==> src/rtl/ttt_game_ctrl.sv <==
// Tic-tac-toe game-state controller: accepts moves, alternates players,
// rejects illegal moves, detects win/draw and drives the renderer's occupancy vectors.
module ttt_game_ctrl #(
  parameter logic FIRST_PLAYER = 1'b0,
  parameter logic ALT_START    = 1'b0
) (
  input  logic       clk,
  input  logic       rst_n,
  input  logic       new_game,
  input  logic       move_valid,
  input  logic [3:0] move_pos,
  output logic       move_ready,
  output logic [8:0] purp,
  output logic [8:0] gold,
  output logic       turn,
  output logic       illegal,
  output logic       game_over,
  output logic [1:0] winner,
  output logic [7:0] win_lines,
  output logic [3:0] move_cnt
);

  typedef enum logic [1:0] {PLAY, CHECK, OVER} state_t;

  state_t      state_q;
  logic [8:0]  purp_q, gold_q;
  logic        turn_q, starter_q, illegal_q;
  logic [1:0]  winner_q;
  logic [7:0]  win_lines_q;
  logic [3:0]  cnt_q;

  logic [15:0] occ_d;
  logic        legal_d;
  logic [8:0]  place_d;
  logic [8:0]  mover_d;
  logic [7:0]  lines_d;

  always_comb begin
    occ_d   = {7'd0, purp_q | gold_q};
    legal_d = (move_pos <= 4'd8) && !occ_d[move_pos];
    place_d = 9'd1 << move_pos;
    mover_d = turn_q ? gold_q : purp_q;
    lines_d = {&{mover_d[2], mover_d[4], mover_d[6]},
               &{mover_d[0], mover_d[4], mover_d[8]},
               &{mover_d[2], mover_d[5], mover_d[8]},
               &{mover_d[1], mover_d[4], mover_d[7]},
               &{mover_d[0], mover_d[3], mover_d[6]},
               &mover_d[8:6], &mover_d[5:3], &mover_d[2:0]};
  end

  always_ff @(posedge clk) begin
    if (!rst_n) begin
      state_q     <= PLAY;
      purp_q      <= '0;
      gold_q      <= '0;
      turn_q      <= FIRST_PLAYER;
      starter_q   <= FIRST_PLAYER;
      illegal_q   <= 1'b0;
      winner_q    <= '0;
      win_lines_q <= '0;
      cnt_q       <= '0;
    end else if (new_game) begin
      state_q     <= PLAY;
      purp_q      <= '0;
      gold_q      <= '0;
      illegal_q   <= 1'b0;
      winner_q    <= '0;
      win_lines_q <= '0;
      cnt_q       <= '0;
      // starter_q remembers who opened the last game so ALT_START can alternate it
      if (ALT_START) begin
        turn_q    <= ~starter_q;
        starter_q <= ~starter_q;
      end else begin
        turn_q    <= FIRST_PLAYER;
      end
    end else begin
      illegal_q <= 1'b0;
      case (state_q)
        PLAY: begin
          if (move_valid) begin
            if (legal_d) begin
              if (turn_q) gold_q <= gold_q | place_d;
              else        purp_q <= purp_q | place_d;
              cnt_q   <= cnt_q + 4'd1;
              state_q <= CHECK;
            end else begin
              illegal_q <= 1'b1;
            end
          end
        end
        CHECK: begin
          illegal_q   <= move_valid;
          win_lines_q <= lines_d;
          if (|lines_d) begin
            winner_q <= turn_q ? 2'b10 : 2'b01;
            state_q  <= OVER;
          end else if (cnt_q == 4'd9) begin
            winner_q <= 2'b11;
            state_q  <= OVER;
          end else begin
            turn_q   <= ~turn_q;
            state_q  <= PLAY;
          end
        end
        OVER:    illegal_q <= move_valid;
        default: state_q   <= PLAY;
      endcase
    end
  end

  assign move_ready = (state_q == PLAY);
  assign game_over  = (state_q == OVER);
  assign purp       = purp_q;
  assign gold       = gold_q;
  assign turn       = turn_q;
  assign illegal    = illegal_q;
  assign winner     = winner_q;
  assign win_lines  = win_lines_q;
  assign move_cnt   = cnt_q;

endmodule

==> config.mk <==
export PLATFORM = sky130hd
export DESIGN_NAME = ttt_game_ctrl
export DESIGN_NICKNAME = d
export VERILOG_FILES = /design/src/rtl/ttt_game_ctrl.sv
export SDC_FILE = /design/constraint.sdc
export NUM_CORES = 1
export LEC_CHECK = 0
export ABC_AREA = 1
export CORE_MARGIN = 3
export CORE_UTILIZATION = 24
export CTS_CLUSTER_DIAMETER = 100
export DETAILED_ROUTE_END_ITERATION = 10
export SLEW_MARGIN = 10
export SYNTH_ARGS = -nofsm -noshare
export SYNTH_HDL_FRONTEND = slang
export SYNTH_SLANG_ARGS = --single-unit
==> constraint.sdc <==
create_clock -name clk -period 4.32 [get_ports clk]
set_input_delay 0.648 -clock clk [delete_from_list [all_inputs] [get_ports clk]]
set_output_delay 0.648 -clock clk [all_outputs]
set_load 0.01 [all_outputs]
[Yosys cells after proc, flatten, opt, wreduce, memory -nomap -nowiden]
Cells that the tools add are included.
Word-level totals
  flip-flop bits (word level): 36
  bits in latches: 0
  RAM bits: 0
  bits in read-only memories: 0
  input bits: 8
  output and inout bits: 36
  logic and storage cells: 60
  memories kept: 0
Cells by class
  $add $sub $neg: 1
  $mul: 0
  div/mod/pow operators: 0
  magnitude comparators: 2
  eq/ne operators: 5
  shift-type cells: 1
  muxes and demuxes: 14
  bitwise operators: 8
  reduce and logical (&&, ||, !) cells: 21
Operators by type and width (number)
  $reduce_and A3 Y1: 11
  $or A9 B9 Y9: 3
  $mux W2: 7
  $mux W9: 1
  $shl A1 B4 Y9 const A: 1
  $reduce_and A4 Y1: 2
  $reduce_or A8 Y1: 1
  $pmux W2 S3: 1
  $lt A4 B5 Y1 const B: 1
  $not A1 Y1: 5
  $add A4 B1 Y4 const B: 1
  $bmux W1 S4: 1
  $eq A4 B4 Y1 const B: 1
  $le A4 B4 Y1 const B: 1
  $reduce_or A2 Y1: 2
  $mux W1: 3
  $eq A2 B1 Y1 const B: 1
  $eq A2 B2 Y1 const B: 1
  $logic_not A2 Y1: 1
  $ne A2 B1 Y1 const B: 1
  $ne A2 B2 Y1 const B: 1
  $pmux W1 S2: 1
  $reduce_and A2 Y1: 1
  $reduce_bool A2 Y1: 1
  other kinds (2): 2

[Logic depth before layout (Yosys ltp)]
Gate-level depths: netlist of run 1.
  word-level depth: 8
  depth in mapped cells: 12
  depth with buffers taken out: 12

[Least setup slack after synthesis of run 1]
OpenSTA, ideal clock, no wires.
  kind: input to register
  from: in move_pos[0]
  to: reg cnt_q[3], in the netlist move_cnt[3]
  setup time: 0.070 ns
  data arrival time: 1.527 ns
  data required time: 4.250 ns
  path slack: 2.723 ns
  stages on the path: 8
  path buffers: 1
  path through: nor2_2 > inv_2 > nor3_4 > nand3_2 > nand2_4 > buf_6 > nand3_1 > a21oi_1
Between the ends
  cells in the longest elaborated chain, start to end: 5
  elaborated cells on any way between the ends: 6
  those cells by class: order compare (1); mux (2); reduce/logical (3)
Ends and longest elaborated chain
  start, declared: line 11  | input logic [3:0] move_pos,
  $bmux W1 S4: line 40  | legal_d = (move_pos <= 4'd8) && !occ_d[move_pos];
  $mux W1 (implied by the code): line 40
  $logic_not A1 Y1: line 40
  $logic_and A1 B1 Y1 *: line 40
  $reduce_and A3 Y1 (no line) *
  end signal, assigned: line 85  | cnt_q <= cnt_q + 4'd1;
  end, declared: line 30  | logic [3:0] cnt_q;
Mark *: on every way between the ends. The rest lies on a longest branch, timed or not. The select of a mux whose other input is x is not followed.
A chain may end at the register's enable or synchronous reset.

[Worst setup path after layout of run 1]
  from: reg state_q[0]
  to: out move_ready
Between the ends
  cells in the longest elaborated chain, start to end: 1
Ends and longest elaborated chain
  start, declared: line 25  | state_t state_q;
  start signal, assigned: line 53  | state_q <= PLAY;
  start signal, assigned: line 63  | state_q <= PLAY;
  start signal, assigned: line 86  | state_q <= CHECK;
  $logic_not A2 Y1: line 112  | assign move_ready = (state_q == PLAY);
  end, declared: line 12  | output logic move_ready,
No other way between the ends.

==> impl_metrics.env, run 1 <==
export IMPL_synthFlopType="dfxtp_1"
export IMPL_first_pass_iters=4
export IMPL_htree_num_levels=2
export IMPL_startpoint="state_q[0]$_SDFFE_PP0P_"
export IMPL_wire_per_inst_um=12.3
export IMPL_hold_slack_ns=0.483
export IMPL_core_um2=7490
export IMPL_synth_nets=281
export IMPL_critPathMaxFanout=5
export IMPL_synth_cell_types=24
export IMPL_powerDensity_nw_per_um2=280
export IMPL_status="finished, final reports clean"
export IMPL_gp_congestion=0.827
export IMPL_crit_type="flop to output pin"
export IMPL_grt_pass1_wl_um=8310
export IMPL_crit_end="move_ready"
export IMPL_die_area_um2=9080
export IMPL_fin_area_um2=2510
export IMPL_finalSetupViolations=0
export IMPL_root_buffer="clkbuf_8"
export IMPL_filler_cell_count=805
export IMPL_place_inst=398
export IMPL_ant_nets=0
export IMPL_reg2reg_from="turn$_SDFFE_PP0P_"
export IMPL_peakVddDrop_v=0.000116
export IMPL_rows=31
export IMPL_path_buf_inv=2
export IMPL_grt_max_degree=30
export IMPL_portBuffers=43
export IMPL_cts_buffers=5
export IMPL_max_clock_freq_mhz=451
export IMPL_worstPathArrival_ns=1.57
export IMPL_path_clk_slew_ns=0.07
export IMPL_grtUsageTotal=0.118
export IMPL_finalNonFillerCells=406
export IMPL_startpoint_type="flop"
export IMPL_synthToLayoutAreaGrowth_pct=31.1
export IMPL_maxCapViolCount=0
export IMPL_hold_buffers=0
export IMPL_p_leak_nw=0.942
export IMPL_crit_family="buffers and inverters"
export IMPL_cts_tree="done"
export IMPL_ys_seq_elements=36
export IMPL_finalSetupTns_ns=0
export IMPL_crit_cells=3
export IMPL_finalCritPeriodShare=0.514
export IMPL_synth_warning_count=0
export IMPL_yosysSeqAreaShare=0.376
export IMPL_clock_path_buffers=2
export IMPL_post_cts_resized=0
export IMPL_drv_slew=0
export IMPL_rr_worst_depth=12
export IMPL_io_pins=44
export IMPL_drt_iter0_markers=119
export IMPL_grt_pass1_vias=1766
export IMPL_synth_cells=267
export IMPL_fin_worst_skew_ns=0.00670
export IMPL_slowest_delay_ns=0.57
export IMPL_routed_wl_um=5000
export IMPL_drive_gt1_frac=0.107
export IMPL_via_per_inst=4.46
export IMPL_reg2reg_to="turn$_SDFFE_PP0P_"
export IMPL_antenna_cells=0
export IMPL_place_detailed_hpwl_um=3770
export IMPL_clock_sinks=36
export IMPL_placed_area_um2=2400
export IMPL_fp_dieH_um=95.3
export IMPL_grt_setup_unrepaired="false"
export IMPL_power_mw=0.702
export IMPL_synthesis_area_um2=1910
export IMPL_drc_errors=0
export IMPL_end_kind="output pin"
export IMPL_final_nets=320
export IMPL_period_minus_slack_ns=2.22
export IMPL_worstHoldPathType="flop to flop"
export IMPL_synth_edff_count=0
export IMPL_critPathSlowestCell="clkdlybuf4s50_1"
export IMPL_overflow=0
export IMPL_clock_latency_ns=0.29
export IMPL_start_util=0.256
export IMPL_post_cts_buffers=0
export IMPL_via_count=1812
export IMPL_grt_antenna_before_repair=0
export IMPL_synthArstFlopShare=0
export IMPL_die_w_um=95.3
export IMPL_relSlewSlack=0.542
export IMPL_finalHoldViolCount=0
export IMPL_path_cells="inv_1 > ha_1 > clkdlybuf4s50_1"
export IMPL_avgSynthCellArea_um2=7.17
export IMPL_cp_required_ns=3.67
export IMPL_r2r_slack_ns=2.48
export IMPL_worst_pin_slew_ns=0.685
-- per-stage QoR --
| step | utilization | worst slack, ns |
|---|---|---|
| after floorplan | - | 2.72 |
| after global placement | 0.321 | 1.99 |
| after detailed placement | 0.321 | 1.94 |
| after CTS | 0.335 | 2.07 |
| after global routing | 0.335 | 1.98 |
| final | 0.335 | 2.10 |
-- report_power, final --
group	internal, mW	total (mW)	switching (mW)
registers	0.336	0.338	0.00295
logic	0.0252	0.0709	0.0456
clock network	0.171	0.292	0.121
-- state kept, by name, summed over array words and instances, names as in the netlist --
signal     count
gold           9
move_cnt       4
winner         2
state_q        2
purp           9
turn           1
win_lines      8
illegal        1
-- cell families after synthesis --
family | synth area share
DFF | 0.376
adders and majority gates | 0.0392
xor gates and xnor gates | 0.00915
AOI/OAI and AO/OA | 0.142
buffers and inverters | 0.111
and+or+nand+nor | 0.322
-- how the worst min path moves through the flow --
stage                                        from                       to  slack, ns  cells past startpoint
after global placement     winner[0]$_SDFFE_PP0P_   winner[0]$_SDFFE_PP0P_       0.47                      2
after CTS                    gold[5]$_SDFFE_PP0P_     gold[5]$_SDFFE_PP0P_       0.49                      2
after floorplan           state_q[0]$_SDFFE_PP0P_  state_q[0]$_SDFFE_PP0P_       0.47                      2
after global routing         purp[7]$_SDFFE_PP0P_     purp[7]$_SDFFE_PP0P_       0.50                      2
after detailed placement     gold[5]$_SDFFE_PP0P_     gold[5]$_SDFFE_PP0P_       0.47                      2
final                        purp[7]$_SDFFE_PP0P_     purp[7]$_SDFFE_PP0P_       0.48                      2
-- area by class of cell --
cell class | instances | area, um^2 | share of cell area
Sequential cell | 36 | 721 | 0.287
Timing Repair Buffer | 45 | 445 | 0.177
Inverter | 35 | 131 | 0.0523
Multi-Input combinational cell | 183 | 981 | 0.391
Tap cell | 99 | 124 | 0.0494
Clock inverter | 2 | 35.0 | 0.0140
Clock buffer | 6 | 72.6 | 0.0289
-- worst min-delay path, stage by stage, from the launching register on --
cell and delay [ns]:
dfxtp_1 0.32, inv_2 0.06, a21oi_1 0.06
-- cells in the final DEF, fill, tap and decap left out, types with 4 or more instances in the layout --
cell type,Yosys,routed
a21oi_1,39,39
nand3_2,4,4
ha_1,6,6
o21ai_0,8,8
clkdlybuf4s50_1,0,43
nand4_1,18,18
nand2_2,6,6
clkbuf_8,0,5
nor2_1,23,23
inv_2,5,5
dfxtp_1,36,36
o21ai_1,4,4
nand2_1,49,49
nand3_1,15,15
inv_1,30,30
-- Yosys cell counts, types with 5 or more instances --
master | instances | area share
inv_2 | 5 | 0.0098
ha_1 | 6 | 0.039
dfxtp_1 | 36 | 0.38
o21ai_0 | 8 | 0.021
nand4_1 | 18 | 0.059
nor2_1 | 23 | 0.045
nand2_1 | 49 | 0.096
clkbuf_1 | 5 | 0.0098
a21oi_1 | 39 | 0.10
inv_1 | 30 | 0.059
nand3_1 | 15 | 0.039
nand2_2 | 6 | 0.020
-- routing by layer --
layer  vias to the layer above  track usage  routed length [um]
met5                         -            0                   0
met3                        11       0.0347                 258
li1                        951            -                   -
met4                         0       0.0469                  95
met1                       804        0.147                2350
met2                        46        0.190                2300
Power figures use the tool's default switching activity.
==> run 2, diff against run 1 <==
==> constraint.sdc (replaced) <==
create_clock -name clk -period 2.25 [get_ports clk]
set_input_delay 0.3375 -clock clk [delete_from_list [all_inputs] [get_ports clk]]
set_output_delay 0.3375 -clock clk [all_outputs]
set_load 0.01 [all_outputs]
==> run 2 against run 1 <==
- first-iteration DRC count down 24%
- clock-buffer cell count stayed put
- critical path depth shrank 1
- sequential power up 93%
==> impl_metrics.env, run 2 (synthesis gave the netlist of run 1 again) <==
export IMPL_finalSetupTns_ns=0
export IMPL_via_per_inst=4.45
export IMPL_ant_nets=0
export IMPL_period_minus_slack_ns=1.99
export IMPL_peakVddDrop_v=0.000185
export IMPL_startpoint="turn$_SDFFE_PP0P_"
export IMPL_final_nets=324
export IMPL_fin_worst_skew_ns=0.0118
export IMPL_routed_wl_um=4880
export IMPL_grt_pass1_vias=1795
export IMPL_htree_num_levels=2
export IMPL_fp_dieH_um=95.3
export IMPL_post_cts_resized=0
export IMPL_place_detailed_hpwl_um=3740
export IMPL_cts_tree="done"
export IMPL_drc_errors=0
export IMPL_drv_slew=0
export IMPL_finalCritPeriodShare=0.886
export IMPL_critPathSlowestCell="dfxtp_1"
export IMPL_startpoint_type="flop"
export IMPL_overflow=0
export IMPL_grtUsageTotal=0.116
export IMPL_hold_start="winner[1]$_SDFFE_PP0P_"
export IMPL_crit_family="buffers and inverters"
export IMPL_critPathMaxFanout=11
export IMPL_via_count=1824
export IMPL_r2r_slack_ns=0.38
export IMPL_worst_pin_slew_ns=0.651
export IMPL_grt_antenna_before_repair=0
export IMPL_clock_latency_ns=0.29
export IMPL_path_clk_slew_ns=0.08
export IMPL_cp_required_ns=1.91
export IMPL_status="finished, final reports clean"
export IMPL_rows=31
export IMPL_first_pass_iters=4
export IMPL_cts_buffers=5
export IMPL_pre_cts_ws_ns=0.161
export IMPL_gp_congestion=0.876
export IMPL_layout_common_cells="nand2_1, clkdlybuf4s50_1, a21oi_1, dfxtp_1, inv_1"
export IMPL_drive_gt1_frac=0.119
export IMPL_slowest_delay_ns=0.61
export IMPL_crit_type="flop to output pin"
export IMPL_die_area_um2=9080
export IMPL_worstPathArrival_ns=1.66
export IMPL_filler_cell_count=807
export IMPL_core_um2=7490
export IMPL_reg2reg_from="turn$_SDFFE_PP0P_"
export IMPL_path_buf_inv=2
export IMPL_worstHoldPathType="flop to flop"
export IMPL_relSlewSlack=0.565
export IMPL_fin_ws_ns=0.257
export IMPL_portBuffers=43
export IMPL_maxCapViolCount=0
export IMPL_clock_sinks=36
export IMPL_drt_iter0_markers=91
export IMPL_io_pins=44
export IMPL_clock_path_buffers=2
export IMPL_max_clock_freq_mhz=502
export IMPL_grt_max_degree=26
export IMPL_synthToLayoutAreaGrowth_pct=32.7
export IMPL_grt_pass1_wl_um=8360
export IMPL_grt_setup_unrepaired="false"
export IMPL_power_mw=1.35
export IMPL_die_w_um=95.3
export IMPL_layout_commonest_cell="nand2_1"
export IMPL_wire_per_inst_um=11.9
export IMPL_path_cells="buf_4 > clkdlybuf4s50_1"
export IMPL_hold_buffers=0
export IMPL_end_kind="output pin"
export IMPL_hold_slack_ns=0.479
export IMPL_post_route_util=0.339
export IMPL_post_cts_buffers=0
export IMPL_start_util=0.256
export IMPL_finalSetupViolations=0
export IMPL_finalHoldViolCount=0
export IMPL_p_leak_nw=0.963
export IMPL_antenna_cells=0
export IMPL_powerDensity_nw_per_um2=532
export IMPL_root_buffer="clkbuf_8"
==> run 2: changes by cell type in the layout (fill, tap and decap cells not counted), sizes merged <==
cell	change
buf	+4
==> run 2: layout make-up <==
| cell class | instances | area, um^2 | area share |
|---|---|---|---|
| inverters | 35 | 131 | 0.0517 |
| clock buffers | 6 | 72.6 | 0.0286 |
| multi-input cells | 183 | 981 | 0.386 |
| clock inverters | 2 | 35.0 | 0.0138 |
| well taps | 99 | 124 | 0.0488 |
| repair buffers | 49 | 475 | 0.187 |
| flip-flops and latches | 36 | 721 | 0.284 |
==> run 2: through the flow <==
step | cell area (um^2) | std cells
after floorplan | 1910 | 267
after global placement | 2430 | 402
after detailed placement | 2430 | 402
after CTS | 2540 | 410
after global routing | 2540 | 410
final | 2540 | 410
==> run 2: power by group <==
group	switching (mW)	internal, mW	leakage (nW)
clock	0.234	0.329	0.0552
sequential	0.00642	0.644	0.290
combinational	0.0868	0.0515	0.618
==> run 2: per-layer routing <==
layer  up-vias  part of all wire  track usage
li1        959                 -            -
met1       817              0.47        0.147
met2        41              0.47        0.196
met3         7             0.053       0.0300
met4         0             0.011       0.0288
met5         -                 0            0
==> run 2: worst register-to-register path: stages (launching register included) <==
cell,delay (ns)
dfxtp_1,0.61
inv_2,0.24
nand2_1,0.11
nand2_1,0.12
nand3_2,0.11
nand2_1,0.09
nor2_4,0.15
nand3_4,0.10
nand2_1,0.08
nand3_1,0.07
nand2_1,0.07
nor2_1,0.04
==> run 2: path summary, 6_finish.rpt <==
kind	endpoint	cells past startpoint
max	turn	2
min	winner[1]$_SDFFE_PP0P_	2
max reg2reg	state_q[1]$_SDFFE_PP0P_	11
min reg2reg	winner[1]$_SDFFE_PP0P_	2
